### config.mk
export PLATFORM = sky130hd
export DESIGN_NAME = prefetch_fetch_unit
export DESIGN_NICKNAME = d
export VERILOG_FILES = /design/src/rtl/prefetch_fetch_unit.sv
export SDC_FILE = /design/constraint.sdc
export NUM_CORES = 1
export LEC_CHECK = 0
export BUFFER_PORTS_ARGS = -buffer_cell sky130_fd_sc_hd__buf_2
export CORE_UTILIZATION = 51
export CTS_BUF_LIST = sky130_fd_sc_hd__clkbuf_16
export CTS_CLUSTER_DIAMETER = 40
export CTS_CLUSTER_SIZE = 30
export DETAILED_ROUTE_END_ITERATION = 8
export PLACE_DENSITY = 0.77
export SETUP_SLACK_MARGIN = 0.02
export SYNTH_ARGS = -nofsm -noshare
export SYNTH_HDL_FRONTEND = slang
export SYNTH_SLANG_ARGS = --single-unit
### constraint.sdc
create_clock -name clock -period 3.4 [get_ports clock]
set_input_delay 0.68 -clock clock [delete_from_list [all_inputs] [get_ports clock]]
set_output_delay 0.68 -clock clock [all_outputs]
set_load 0.01 [all_outputs]
### src/rtl/prefetch_fetch_unit.sv
// Prefetching fetch stage: DEPTH-entry queue of 16-bit words, assembles 16/32-bit instrs.
// Optional perf counters (stall_count, redirect_count) when FETCH_PERF_COUNT_EN is defined.
module prefetch_fetch_unit #(
  parameter int ADDR_W = 20,
  parameter int DEPTH = 4,
  parameter logic [ADDR_W-1:0] RESET_PC = '0
) (
  input  logic              clock,
  input  logic              reset,
  output logic              imem_rd_en,
  output logic [ADDR_W-1:0] imem_addr,
  input  logic [15:0]       imem_data,
  input  logic              redirect,
  input  logic [ADDR_W-1:0] redirect_pc,
  output logic              instr_valid,
  input  logic              instr_ready,
  output logic [31:0]       instr,
  output logic              instr_is32,
`ifdef FETCH_PERF_COUNT_EN
  output logic [ADDR_W-1:0] instr_pc,
  output logic [31:0]       stall_count,
  output logic [15:0]       redirect_count
`else
  output logic [ADDR_W-1:0] instr_pc
`endif
);

  localparam int PW = $clog2(DEPTH);
  localparam int CW = PW + 1;

  logic [15:0]       q [DEPTH];
  logic [PW-1:0]     rd_ptr;
  logic [PW-1:0]     wr_ptr;
  logic [CW-1:0]     count;
  logic              inflight;
  logic [ADDR_W-1:0] fetch_pc;
  logic [CW-1:0]     occ;
  logic [15:0]       head;
  logic [15:0]       next_w;
  logic              head32;
  logic              push;
  logic              pop;
  logic [1:0]        pop_n;

  // Occupancy includes the word still on its way back from memory
  assign occ = count + CW'(inflight);

  // Held off during reset and in a redirect cycle so nothing stale is issued
  assign imem_rd_en = reset & ~redirect & (occ < CW'(DEPTH));
  assign imem_addr  = fetch_pc;

  assign head   = q[rd_ptr];
  assign next_w = q[rd_ptr + PW'(1)];
  assign head32 = head[15];

  // A 32-bit instruction is only shown once both halves are queued
  assign instr_valid = (count != '0) & (~head32 | (count >= CW'(2)));
  assign instr_is32  = instr_valid & head32;
  assign instr = !instr_valid ? 32'h0 :
                 head32 ? {next_w, head} : {16'h0, head};

  // Return data arriving in a redirect cycle belongs to the old stream
  assign push  = inflight & ~redirect;
  assign pop   = instr_valid & instr_ready & ~redirect;
  assign pop_n = !pop ? 2'd0 : (head32 ? 2'd2 : 2'd1);

  // Pointers, occupancy, fetch and decode PCs; redirect flushes everything
  always_ff @(posedge clock or negedge reset) begin
    if (!reset) begin
      count    <= '0;
      rd_ptr   <= '0;
      wr_ptr   <= '0;
      inflight <= 1'b0;
      fetch_pc <= RESET_PC;
      instr_pc <= RESET_PC;
    end else if (redirect) begin
      count    <= '0;
      rd_ptr   <= '0;
      wr_ptr   <= '0;
      inflight <= 1'b0;
      fetch_pc <= redirect_pc;
      instr_pc <= redirect_pc;
    end else begin
      inflight <= imem_rd_en;
      if (imem_rd_en) begin
        fetch_pc <= fetch_pc + ADDR_W'(1);
      end
      if (push) begin
        wr_ptr <= wr_ptr + PW'(1);
      end
      rd_ptr   <= rd_ptr + PW'(pop_n);
      count    <= count + CW'(push) - CW'(pop_n);
      instr_pc <= instr_pc + ADDR_W'(pop_n);
    end
  end

  // Queue storage written at the tail by returning read data
  always_ff @(posedge clock or negedge reset) begin
    if (!reset) begin
      for (int i = 0; i < DEPTH; i++) begin
        q[i] <= '0;
      end
    end else if (push) begin
      q[wr_ptr] <= imem_data;
    end
  end

`ifdef FETCH_PERF_COUNT_EN
  // Stall cycles wrap; redirects saturate
  always_ff @(posedge clock or negedge reset) begin
    if (!reset) begin
      stall_count    <= '0;
      redirect_count <= '0;
    end else begin
      if (!instr_valid) begin
        stall_count <= stall_count + 32'd1;
      end
      if (redirect && redirect_count != 16'hFFFF) begin
        redirect_count <= redirect_count + 16'd1;
      end
    end
  end
`endif

endmodule

==> impl_metrics.py <==
metrics = {
    "outcome": {
        "status": "finished, final reports clean",
    },
    "timing": {
        "grt_setup_unrepaired": "false",
        "finalCritPeriodShare": 0.931,
        "fin_worst_skew_ns": 0.0135,
        "maxSlewViolCount": 0,
        "period_needed_ns": 3.17,
        "finalSetupViolations": 0,
        "slew_headroom": 0.404,
        "tightest_slew_ns": 0.869,
        "fin_tns_setup_ns": 0,
        "hold_viol": 0,
        "setup_slack_ns": 0.235,
        "whs_ns": 0.202,
        "fmax_ghz": 0.316,
    },
    "logic_synthesis": {
        "synth_edf_count": 0,
        "synthAdderAreaFrac": 0.0284,
        "synthDistinctLibCells": 43,
        "synth_compound_area_frac": 0.0632,
        "synth_nets": 579,
        "seq_area_frac_synth": 0.448,
        "syn_area_um2": 6250,
        "synthSimpleGateAreaFrac": 0.152,
        "synth_top_family_by_area": "multiplexers",
        "synth_ff_type": "dfrtp_1",
        "netlist_instances": 526,
        "postSynthAreaPerCell_um2": 11.9,
        "synth.mux.area_fraction": 0.245,
        "synth-xor-area-share": 0.0238,
        "ys_ff_latch": 112,
        "yosys_warnings": 0,
        "async_reset_ff_frac": 1.00,
    },
    "worst_hold_path": {
        "worstHoldPathType": "in2async",
    },
    "die": {
        "rows": 40,
        "dieHeight_um": 113,
        "die-area_um2": 12700,
        "io_pins": 115,
        "start_util": 0.523,
        "die_w_um": 113,
        "core_um2": 12000,
    },
    "final_layout": {
        "nFillCells": 961,
        "multiInputGateArea_um2": 3210,
        "seq_area_um2": 2800,
        "mostFrequentLayoutCell": "buf_2",
        "final_cell_area_um2": 7260,
        "num_antenna_cells": 0,
        "layout_common_cells": "buf_2, dfrtp_1, mux2_2, nor2b_1, mux4_2",
        "fin_cells": 785,
        "area_growth_pct": 16.2,
        "nets": 686,
        "final_util": 0.607,
        "drive_above_1_share": 0.390,
    },
    "grt": {
        "grtUsageTotal": 0.243,
        "grt_max_degree": 67,
        "antenna_found_initial": 0,
        "grt_pass1_wl_mm": 24.0,
        "grt-ovfl-total": 0,
        "grt_pass1_vias": 4728,
    },
    "clock_network": {
        "clockBufferDepth": 2,
        "cts_sinks": 112,
        "clkTransAtPathRegs_ns": 0.08,
        "clk_latency_ns": 0.36,
        "ctsHoldBuffers": 0,
        "clock-root-buffer": "clkbuf_16",
        "cts_tree": "yes",
        "postCtsSetupBuffers": 0,
        "htreeDepth": 3,
        "cts_buffers": 9,
    },
    "critical_path": {
        "critPathMaxFanout": 7,
        "startpoint": "rd_ptr[0]",
        "critPathMostFrequentCell": "nor3_2",
        "cp.arrival_ns": 3.44,
        "endpoint_kind": "flip-flop",
        "cp_top_family": "simple AND/OR/NAND/NOR gates",
        "critPathBufInv": 1,
        "crit_type": "reg2reg",
        "cp.required_ns": 3.67,
        "reg2reg_from": "rd_ptr[0]",
        "critPathSlowestCell": "mux4_2",
        "start_kind": "flip-flop",
        "max_stage_delay_ns": 0.55,
        "cp_cell_sequence": "mux4_2, nor2b_1, nor3_2, nor3_2, ha_1, inv_1, fa_1, and4b_2, nand2_1, or3_1, a31oi_1",
    },
    "power_and_ir_drop": {
        "finalPower_mw": 4.38,
        "leakage_nw": 3.29,
        "powerDensity_nw_per_um2": 603,
        "irDropWorstVdd_mv": 0.296,
    },
    "route": {
        "vias_per_cell": 6.13,
        "met2_wirelength_mm": 7.18,
        "post-route-drc-count": 0,
        "drt_iter0_drc": 319,
        "routed_wl_mm": 14.6,
        "top_layer": "met4",
        "drt-met1-wl_mm": 6.30,
        "drt.antenna.violating_nets": 0,
        "vias": 4810,
        "routedWlPerCell_um": 18.6,
        "dr.pass1.iters": 5,
        "dr_wl_met3_um": 921,
    },
    "placed_design": {
        "gp_congestion": 0.904,
        "place_hpwl_mm": 10.2,
        "port_buffers": 114,
        "place_ws_ns": 0.150,
        "place_area_um2": 6960,
        "dp.cells": 769,
    },
    "job": {
        "max_cap_violations": 0,
    },
}
-- cells in the mapped netlist, types with 2 or more instances --
| cell | instances | area share |
|---|---|---|
| a211oi_1 | 8 | 0.0096 |
| mux2_2 | 66 | 0.12 |
| nor2_1 | 25 | 0.015 |
| a21oi_1 | 11 | 0.0088 |
| a311oi_1 | 7 | 0.0098 |
| nand3b_1 | 2 | 0.0024 |
| or4_1 | 5 | 0.0060 |
| nor2b_1 | 44 | 0.044 |
| mux2i_1 | 7 | 0.011 |
| or3_1 | 3 | 0.0030 |
| inv_1 | 24 | 0.014 |
| nand2_1 | 19 | 0.011 |
| fa_1 | 2 | 0.0064 |
| ha_1 | 11 | 0.022 |
| buf_4 | 2 | 0.0024 |
| a31oi_1 | 10 | 0.010 |
| mux4_2 | 32 | 0.12 |
| nand4_1 | 13 | 0.013 |
| o31ai_1 | 4 | 0.0048 |
| and4_1 | 10 | 0.014 |
| xor2_1 | 8 | 0.011 |
| xnor2_1 | 9 | 0.013 |
| and2_1 | 2 | 0.0020 |
| buf_2 | 11 | 0.0088 |
| clkbuf_1 | 15 | 0.0090 |
| and3_1 | 8 | 0.0080 |
| or2_2 | 2 | 0.0020 |
| a221oi_1 | 3 | 0.0042 |
| o311a_1 | 2 | 0.0032 |
| dfrtp_1 | 112 | 0.45 |
| and4b_1 | 3 | 0.0048 |
| nor3_1 | 8 | 0.0064 |
| o21ai_0 | 11 | 0.0088 |
| nand3_1 | 12 | 0.0096 |
| nor3_2 | 2 | 0.0032 |
| buf_6 | 2 | 0.0036 |
| nor4_1 | 5 | 0.0050 |
-- cell type report --
cell class                      instances  area share
Timing Repair Buffer                  127      0.0923
Multi-Input combinational cell        359       0.442
Sequential cell                       112       0.386
Clock inverter                          7      0.0105
Tap cell                              147      0.0253
Clock buffer                            9      0.0310
Inverter                               24      0.0124
-- logic make-up after synthesis --
| logic type | after synthesis |
|---|---|
| adders and majority gates | 13 |
| AOI/OAI and AO/OA | 59 |
| buffers and inverters | 55 |
| xor gates and xnor gates | 17 |
| muxes | 105 |
| and+or+nand+nor | 165 |
| DFF | 112 |
-- registers in the layout (all words and copies together) (netlist names) --
register   cells
count          3
imem_addr     20
q             64
rd_ptr         2
inflight       1
instr_pc      20
wr_ptr         2
-- layer usage --
| metal | track usage | vias up |
|---|---|---|
| met5 | 0 | - |
| met4 | 0.0693 | 0 |
| met3 | 0.0557 | 16 |
| met2 | 0.401 | 188 |
| met1 | 0.324 | 2442 |
| li1 | - | 2164 |
-- power by group --
group / internal (mW) / total, mW / switching, mW
sequential: 1.63 / 1.89 / 0.262
combinational: 0.790 / 1.40 / 0.611
clock: 0.582 / 1.09 / 0.508
-- repair_timing --
item / 4_1_cts / 5_1_grt
gates resized for setup: 0 / 1
endpoints found under the hold margin: 0 / 0
endpoints found under the setup margin: 0 / 1
-- worst paths after layout --
kind	to	slack [ns]	depth (start not counted)
max	instr_pc[18]	0.23	11
min in group clock	q[33]	0.53	1
max reg2reg	instr_pc[18]	0.23	11
min reg2reg	q[33]	0.53	1
min	instr_pc[5]	0.20	1
max in group asynchronous	rd_ptr[1]	1.60	3
No activity file was read; power rests on OpenSTA's default activity.
